### src/rtl/booth_r4_multiplier_if.sv
`default_nettype none
// ---------------------------------------------------------------------------
// booth_r4_multiplier_if : start/busy/done handshake and operand/result bus
// Revision 1.0
// ---------------------------------------------------------------------------
interface booth_r4_multiplier_if #(
   parameter int WIDTH = 32
);
   logic             start;
   logic             is_signed;
   logic [WIDTH-1:0] multiplicand;
   logic [WIDTH-1:0] multiplier;
   logic             busy;
   logic             done;
   logic [WIDTH-1:0] result_hi;
   logic [WIDTH-1:0] result_lo;

   modport master (
      output start, is_signed, multiplicand, multiplier,
      input  busy, done, result_hi, result_lo
   );

   modport slave (
      input  start, is_signed, multiplicand, multiplier,
      output busy, done, result_hi, result_lo
   );
endinterface
`default_nettype wire

### src/rtl/booth_r4_multiplier.sv
`default_nettype none
// ---------------------------------------------------------------------------
// booth_r4_multiplier : sequential radix-4 Booth multiplier, one bit-pair/clock
// Revision 1.0
// ---------------------------------------------------------------------------
module booth_r4_multiplier #(
   parameter int WIDTH = 32
) (
   input wire logic              clock,
   input wire logic              clear,
   booth_r4_multiplier_if.slave  bus
);
   localparam int N_ITER = WIDTH / 2 + 1;
   localparam int CW     = $clog2(N_ITER + 1);
   localparam int AW     = WIDTH + 4;
   localparam int QW     = WIDTH + 2;

   typedef enum logic [1:0] {
      S_IDLE = 2'd0,
      S_RUN  = 2'd1,
      S_DONE = 2'd2
   } state_t;

   state_t           r_state;
   logic [AW-1:0]    r_acc;
   logic [QW-1:0]    r_q;
   logic             r_qm1;
   logic [QW-1:0]    r_m;
   logic [CW-1:0]    r_cnt;
   logic             r_busy;
   logic             r_done;
   logic [WIDTH-1:0] r_hi;
   logic [WIDTH-1:0] r_lo;

   logic [AW-1:0]    w_m1;
   logic [AW-1:0]    w_m2;
   logic [AW-1:0]    w_addend;
   logic [AW-1:0]    w_sum;
   logic [AW-1:0]    w_acc_nx;
   logic [QW-1:0]    w_q_nx;
   logic [QW-1:0]    w_m_cap;
   logic [QW-1:0]    w_q_cap;
   logic             w_ext_m;
   logic             w_ext_q;

   // Operands are widened by two bits so one signed Booth datapath covers unsigned mode too
   assign w_ext_m = bus.is_signed & bus.multiplicand[WIDTH-1];
   assign w_ext_q = bus.is_signed & bus.multiplier[WIDTH-1];
   assign w_m_cap = {{2{w_ext_m}}, bus.multiplicand};
   assign w_q_cap = {{2{w_ext_q}}, bus.multiplier};

   assign w_m1 = {{2{r_m[QW-1]}}, r_m};
   assign w_m2 = {w_m1[AW-2:0], 1'b0};

   always_comb begin
      w_addend = '0;
      case ({r_q[1:0], r_qm1})
         3'b001, 3'b010: w_addend = w_m1;
         3'b011:         w_addend = w_m2;
         3'b100:         w_addend = -w_m2;
         3'b101, 3'b110: w_addend = -w_m1;
         default:        w_addend = '0;
      endcase
   end

   assign w_sum    = r_acc + w_addend;
   assign w_acc_nx = {{2{w_sum[AW-1]}}, w_sum[AW-1:2]};
   assign w_q_nx   = {w_sum[1:0], r_q[QW-1:2]};

   always_ff @(posedge clock or posedge clear) begin
      if (clear) begin
         r_state <= S_IDLE;
         r_acc   <= '0;
         r_q     <= '0;
         r_qm1   <= 1'b0;
         r_m     <= '0;
         r_cnt   <= '0;
         r_busy  <= 1'b0;
         r_done  <= 1'b0;
         r_hi    <= '0;
         r_lo    <= '0;
      end else begin
         case (r_state)
            S_IDLE, S_DONE: begin
               r_done <= 1'b0;
               if (bus.start) begin
                  r_state <= S_RUN;
                  r_busy  <= 1'b1;
                  r_m     <= w_m_cap;
                  r_q     <= w_q_cap;
                  r_qm1   <= 1'b0;
                  r_acc   <= '0;
                  r_cnt   <= CW'(N_ITER);
               end else begin
                  r_state <= S_IDLE;
               end
            end
            S_RUN: begin
               r_acc <= w_acc_nx;
               r_q   <= w_q_nx;
               r_qm1 <= r_q[1];
               r_cnt <= r_cnt - CW'(1);
               // Product bits above QW live in the accumulator after the last shift
               if (r_cnt == CW'(1)) begin
                  r_state <= S_DONE;
                  r_busy  <= 1'b0;
                  r_done  <= 1'b1;
                  r_hi    <= {w_acc_nx[WIDTH-3:0], w_q_nx[QW-1:QW-2]};
                  r_lo    <= w_q_nx[WIDTH-1:0];
               end
            end
            default: begin
               r_state <= S_IDLE;
               r_busy  <= 1'b0;
               r_done  <= 1'b0;
            end
         endcase
      end
   end

   assign bus.busy      = r_busy;
   assign bus.done      = r_done;
   assign bus.result_hi = r_hi;
   assign bus.result_lo = r_lo;
endmodule
`default_nettype wire

### src/flat_wrapper.sv
// flat-port wrapper written by rule: the top's interface ports become plain ports
module booth_r4_multiplier_flat 
#(
   parameter int WIDTH = 32
)
  (clock, clear, bus_start, bus_is_signed, bus_multiplicand, bus_multiplier, bus_busy, bus_done, bus_result_hi, bus_result_lo);
  booth_r4_multiplier_if #(.WIDTH(WIDTH)) bus_i ();
  input wire logic clock;
  input wire logic clear;
  input wire logic [$bits(bus_i.start)-1:0] bus_start;
  input wire logic [$bits(bus_i.is_signed)-1:0] bus_is_signed;
  input wire logic [$bits(bus_i.multiplicand)-1:0] bus_multiplicand;
  input wire logic [$bits(bus_i.multiplier)-1:0] bus_multiplier;
  output wire logic [$bits(bus_i.busy)-1:0] bus_busy;
  output wire logic [$bits(bus_i.done)-1:0] bus_done;
  output wire logic [$bits(bus_i.result_hi)-1:0] bus_result_hi;
  output wire logic [$bits(bus_i.result_lo)-1:0] bus_result_lo;
  assign bus_i.start = bus_start;
  assign bus_i.is_signed = bus_is_signed;
  assign bus_i.multiplicand = bus_multiplicand;
  assign bus_i.multiplier = bus_multiplier;
  assign bus_busy = bus_i.busy;
  assign bus_done = bus_i.done;
  assign bus_result_hi = bus_i.result_hi;
  assign bus_result_lo = bus_i.result_lo;
  booth_r4_multiplier #(.WIDTH(WIDTH)) u_core (.clock(clock), .clear(clear), .bus(bus_i));
endmodule
### config.mk
export PLATFORM = sky130hd
export DESIGN_NAME = booth_r4_multiplier_flat
export DESIGN_NICKNAME = d
export VERILOG_FILES = /design/src/rtl/booth_r4_multiplier_if.sv /design/src/rtl/booth_r4_multiplier.sv /design/src/flat_wrapper.sv
export SDC_FILE = /design/constraint.sdc
export NUM_CORES = 1
export LEC_CHECK = 0
export ABC_AREA = 1
export BUFFER_PORTS_ARGS = -buffer_cell sky130_fd_sc_hd__buf_2
export CAP_MARGIN = 20
export CORE_ASPECT_RATIO = 1.75
export CORE_UTILIZATION = 59
export DETAILED_ROUTE_END_ITERATION = 10
export GPL_ROUTABILITY_DRIVEN = 0
export PLACE_DENSITY = 0.81
export SETUP_SLACK_MARGIN = 0.15
export SYNTH_ARGS = -nofsm -noshare
export SYNTH_HDL_FRONTEND = slang
export SYNTH_SLANG_ARGS = --single-unit
### constraint.sdc
create_clock -name clock -period 5.91 [get_ports clock]
set_input_delay 0.591 -clock clock [delete_from_list [all_inputs] [get_ports clock]]
set_output_delay 0.591 -clock clock [all_outputs]
set_load 0.03 [all_outputs]
; ---- Word level (Yosys, flattened, before mapping)
; Cells that the tools add are included.
; W data, S select, Z words.
[classes]
addsub = 4
n_eq_ne = 11
muxes = 17
bitwise = 2
n_reduce_logical = 9
[ops]
columns = operator, n
row1 = $pmux W36 S4, 1
row2 = $neg A36 Y36, 2
row3 = $pmux W36 S2, 1
row4 = $pmux W34 S2, 1
row5 = $add A36 B36 Y36, 1
row6 = $mux W36, 1
row7 = $mux W34, 1
row8 = $pmux W5 S2, 1
row9 = $eq A3 B3 Y1 const B, 3
row10 = $reduce_and A2 Y1, 4
row11 = $eq A3 B2 Y1 const B, 2
row12 = $mux W1, 6
row13 = $reduce_or A2 Y1, 3
row14 = $eq A5 B1 Y1 const B, 1
row15 = $mux W5, 1
row16 = $sub A5 B1 Y5 const B, 1
row17 = $pmux W1 S2, 2
row18 = $pmux W2 S2, 1
row19 = $eq A3 B1 Y1 const B, 1
row20 = $and A1 B1 Y1, 2
row21 = $eq A2 B1 Y1 const B, 1
row22 = $eq A2 B2 Y1 const B, 1
row23 = $logic_not A2 Y1, 1
row24 = $mux W2, 1
row25 = 3 further kinds, 3
[word_totals]
regBits = 177
inputBits = 68
output_inout_bits = 66
elab_cells = 53

; ---- Depth between registers and ports, before layout
[depth]
depth_word = 5
ltp_mapped = 26
mapped_depth_nobuf = 26

; ---- Worst setup path after synthesis
; No wires, ideal clock.
[synth_timing]
path_type = flip-flop to flip-flop
start = register u_core.r_m[0]
end = register u_core.r_hi[31], in the netlist u_core.bus.result_hi[31]
arrival_ps = 2753
setup_slack_ps = 3039
path_stages_with_launch = 21
path_buffers = 0
period_less_slack_ps = 2871
path_cell_list = dfrtp_1 -> inv_2 -> ha_1 -> nand2_1 -> or3_4 -> xor2_1 -> nor2_1 -> nor2_1 -> o21ai_1 -> ha_1 -> nand2_1 -> inv_1 -> nand2_1 -> nor3_1 -> nand2_1 -> nand2_1 -> nand4_1 -> nand2_1 -> nand2_1 -> nand3_1 -> nand2_1
[synth_between]
elab_chain_cells = 3
elab_cells_between_ends = 4
classes_between = add/sub (3) / mux (1)
[synth_rtl]
columns = item, line
row1 = from (decl), booth_r4_multiplier.sv:28  ; logic [QW-1:0] r_m;
row2 = from (signal assigned), booth_r4_multiplier.sv:89  ; r_m <= w_m_cap;
row3 = $neg A36 Y36 (on tied branches), "booth_r4_multiplier.sv:61, booth_r4_multiplier.sv:60"
row4 = $pmux W36 S4 (*), booth_r4_multiplier.sv:57  ; case ({r_q[1:0], r_qm1})
row5 = $add A36 B36 Y36 (*), booth_r4_multiplier.sv:66  ; assign w_sum = r_acc + w_addend;
row6 = to (signal assigned), booth_r4_multiplier.sv:108  ; r_hi <= {w_acc_nx[WIDTH-3:0], w_q_nx[QW-1:QW-2]};
row7 = to (decl), booth_r4_multiplier.sv:32  ; logic [WIDTH-1:0] r_hi;
; Every way passes the cells marked *; elsewhere a longest branch is shown, timed or not.
; A chain may end at the register's enable or synchronous reset.

; ---- Worst setup path after layout
[layout_timing]
start = register u_core.r_q[0]
end = register u_core.r_hi[31], in the netlist u_core.bus.result_hi[31]
[layout_between]
elab_chain_cells = 4
elab_cells_between_ends = 10
classes_between = add/sub (1) / eq/ne (6) / mux (1) / reduce/logical (2)
[layout_rtl]
columns = item, line
row1 = from (decl), booth_r4_multiplier.sv:26  ; logic [QW-1:0] r_q;
row2 = from (signal assigned), booth_r4_multiplier.sv:90  ; r_q <= w_q_cap;
row3 = from (signal assigned), booth_r4_multiplier.sv:100  ; r_q <= w_q_nx;
row4 = "$eq A3 B3 Y1, or another cell as far along", booth_r4_multiplier.sv:57
row5 = $reduce_or A2 Y1, booth_r4_multiplier.sv:57
row6 = $pmux W36 S4 (*), booth_r4_multiplier.sv:57
row7 = $add A36 B36 Y36 (*), booth_r4_multiplier.sv:66
; Marked as above.

==> flow_summary_export.csv <==
group,metric,value,unit
run_status,status,"finished clean",
timing,fmax,0.257,GHz
yosys,yosysMostFrequentCell,"nand2_1",
setup_path,end_kind,"flip-flop",
yosys,synthTopCellsByArea,"dfrtp_1, nand2_1, inv_1, o21ai_0, ha_1",
yosys,syn_area,10800,um^2
floorplan,die_y,181,um
routing,drt-initial-drc-count,724,
clock_network,clk_latency,0.45,ns
setup_path,crit_family,"simple AND/OR/NAND/NOR gates",
layout,final_layout_size_suffix_gt1_share,15.1,%
timing,worstMarginPinSlew,0.927,ns
setup_path,rr_worst_depth,17,
timing,finalCritPeriodShare,65.9,%
clock_network,clk_path_buf_depth,2,
routing,ant_nets,0,
setup_path,reg2reg_from,"u_core.r_q[0]$_DFFE_PP0P_",
timing,grt_setup_unrepaired,"no",
setup_path,path_common_cell,"nor2_1",
yosys,yosysWarnings,0,
yosys,synth_nets,1556,
floorplan,row_count,65,
clock_network,cts_tree,"done",
setup_path,path_buf_inv,2,
clock_network,htree_levels,4,
routing,wl_per_cell,17.1,um
setup_path,critPathArrivalTime,4.23,ns
timing,hold_viol,0,
yosys,synth_top_area_share,40.3,%
floorplan,core_region_area,18000,um^2
clock_network,post-cts-setup-buffers,0,
grt,globalRouteOverflowTotal,0,
floorplan,start_util,60.1,%
floorplan,ioPinCount,134,
place,io_buffer_count,133,
clock_network,numCtsBuffers,17,
timing,fin_skew,0.0179,ns
setup_path,rr_endpoint,"u_core.bus.result_hi[31]$_DFFE_PP0P_",
yosys,yosys.area.top_type,"dfrtp_1",
layout,nets,1664,
yosys,synth.avg_cell_area,7.45,um^2
clock_network,postCtsResizedCells,0,
setup_path,crit_chain,"nor2_1 -> nor2_1 -> nand2_1 -> inv_1 -> a221oi_1 -> o21ai_0 -> ha_1 -> nand2_2 -> inv_1 -> a21oi_1 -> nor2_1 -> nor2_1 -> nand2_1 -> nand4_1 -> nand3_1 -> nand3_1 -> nand2_1",
setup_path,criticalPathCategory,"flip-flop to flip-flop",
routing,vias,10500,
yosys,yosysSeqAreaShare,40.3,%
setup_path,crit_required,6.25,ns
grt,groute.usage.overall,34.5,%
setup_path,ff2ff_setup_slack,2.02,ns
timing,setup_viol,0,
clock_network,hold_buffers,0,
grt,grt_pass1_wl,51100,um
routing,dr.pass1.iters,7,
floorplan,fp.dieW,104,um
clock_network,root_buffer,"clkbuf_16",
timing,setup_tns,0,ns
setup_path,cp.depth,17,
timing,slew_violations,0,
grt,antenna_found_initial,0,
setup_path,crit_fanout,23,
yosys,synth.distinct_cells,52,
timing,post-route-min-period,3.89,ns
grt,grt_start_max_net_pins,102,
setup_path,crit_path_top_delay_cell,"ha_1",
clock_network,cts_sinks,174,
routing,drc,0,
floorplan,die_area,18900,um^2
grt,grt_pass1_vias,10500,
clock_network,cts.clk_slew.worst_paths,0.07,ns
yosys,yosys-top-cells-count,"nand2_1, dfrtp_1, inv_1, o21ai_0, nor2_1",
yosys,synth_edf_count,0,
timing,relSlewSlack,38.2,%
yosys,synth_ff_type,"dfrtp_1",
layout,diodes,0,
layout,area_growth,12.6,%
yosys,synthCells,1449,
yosys,ys_async_sr_fraction,100,%
routing,via_per_inst,5.81,
setup_path,slowest_delay,0.45,ns
setup_path,start_kind,"flip-flop",
routing,wl,30900,um
job,cap_violations,0,
hold_path,hp-class,"primary input to async pin",
place,hpwlAfterDp,22400,um
yosys,ys_seq_elements,174,
-- kinds of logic (layout without fill, tap and decap cells) --
| kind of cell | count (synthesis) | count (layout) | share of synthesized area, % |
|---|---|---|---|
| AO/OA/AOI/OAI | 257 | 257 | 14.5 |
| multiplexers | 1 | 1 | 0.0927 |
| buffers and inverters | 208 | 328 | 7.44 |
| AND/OR/NAND/NOR | 735 | 735 | 30.3 |
| XOR/XNOR | 35 | 35 | 2.84 |
| adder cells (fa/ha/maj) | 39 | 39 | 4.59 |
| flip-flops | 174 | 174 | 40.3 |
-- final cells by class --
cell class | count | area (um^2)
clock buffer | 19 | 443
clock inverter | 12 | 114
fill | 1539 | 5820
inverter | 159 | 602
multi-input combinational | 1067 | 5650
sequential | 174 | 4350
tap | 234 | 293
timing repair buffer | 138 | 703
-- metrics by stage --
step | worst slack (ns) | hold WS [ns] | std cells | util (%) | area (um^2)
CTS | 2.19 | 0.339 | 1803 | 67.6 | 12200
finish | 2.02 | 0.339 | 1803 | 67.6 | 12200
global route | 1.66 | 0.353 | 1803 | 67.6 | 12200
detailed placement | 2.19 | 0.460 | 1772 | 64.5 | 11600
floorplan | 0.602 | 0.441 | 1449 | - | 10800
global placement | 2.22 | 0.458 | 1772 | 64.5 | 11600
-- worst register-to-register path, delay by kind of cell (launching register included) --
family                     cells  cell delay (ns)
adders and majority gates      1             0.45
DFF                            1             0.40
and+or+nand+nor               11             1.47
buffers and inverters          2             0.49
AOI/OAI and AO/OA              3             1.00
-- flip-flops by register name (all words and copies together) (netlist names) --
name,count
u_core.bus.result_lo,32
u_core.bus.busy,1
u_core.r_q,34
u_core.r_state,2
u_core.r_cnt,5
u_core.r_m,33
u_core.bus.result_hi,32
u_core.r_acc,34
u_core.r_qm1,1
-- routing by layer --
metal	up-vias	global-route usage [%]	wire, um
met1	4894	37.6	11400
met3	130	5.88	1760
met5	-	0	0
met4	0	24.7	2180
li1	4997	-	-
met2	459	59.9	15500
-- worst max path at each step --
stage                     slack, ns                                    to                 startpoint
after floorplan                0.60           u_core.bus.busy$_DFFE_PP0P_                      clear
after CTS                      2.19  u_core.bus.result_hi[31]$_DFFE_PP0P_  u_core.r_q[0]$_DFFE_PP0P_
final                          2.02  u_core.bus.result_hi[31]$_DFFE_PP0P_  u_core.r_q[0]$_DFFE_PP0P_
after global routing           1.66  u_core.bus.result_hi[20]$_DFFE_PP0P_  u_core.r_q[0]$_DFFE_PP0P_
after detailed placement       2.19  u_core.bus.result_hi[31]$_DFFE_PP0P_  u_core.r_q[0]$_DFFE_PP0P_
after global placement         2.22  u_core.bus.result_hi[18]$_DFFE_PP0P_  u_core.r_q[0]$_DFFE_PP0P_
-- placed cells by master (no fill, tap or decap), types with 11 or more instances in the layout --
cell	n
nor2_1	102
a21oi_1	44
inv_2	15
inv_1	143
ha_1	38
dfrtp_1	174
clkbuf_16	17
nor2_2	14
o221ai_1	35
nor3_1	12
o21ai_0	107
nand4_1	17
buf_2	133
o21ai_1	25
nand3b_1	21
o22ai_1	11
nand2_1	445
xor2_1	29
nand3_1	86
Power is left out: the tool's default activity adds up to more than one toggle a clock period on the data nets, which glitch-free logic cannot reach.
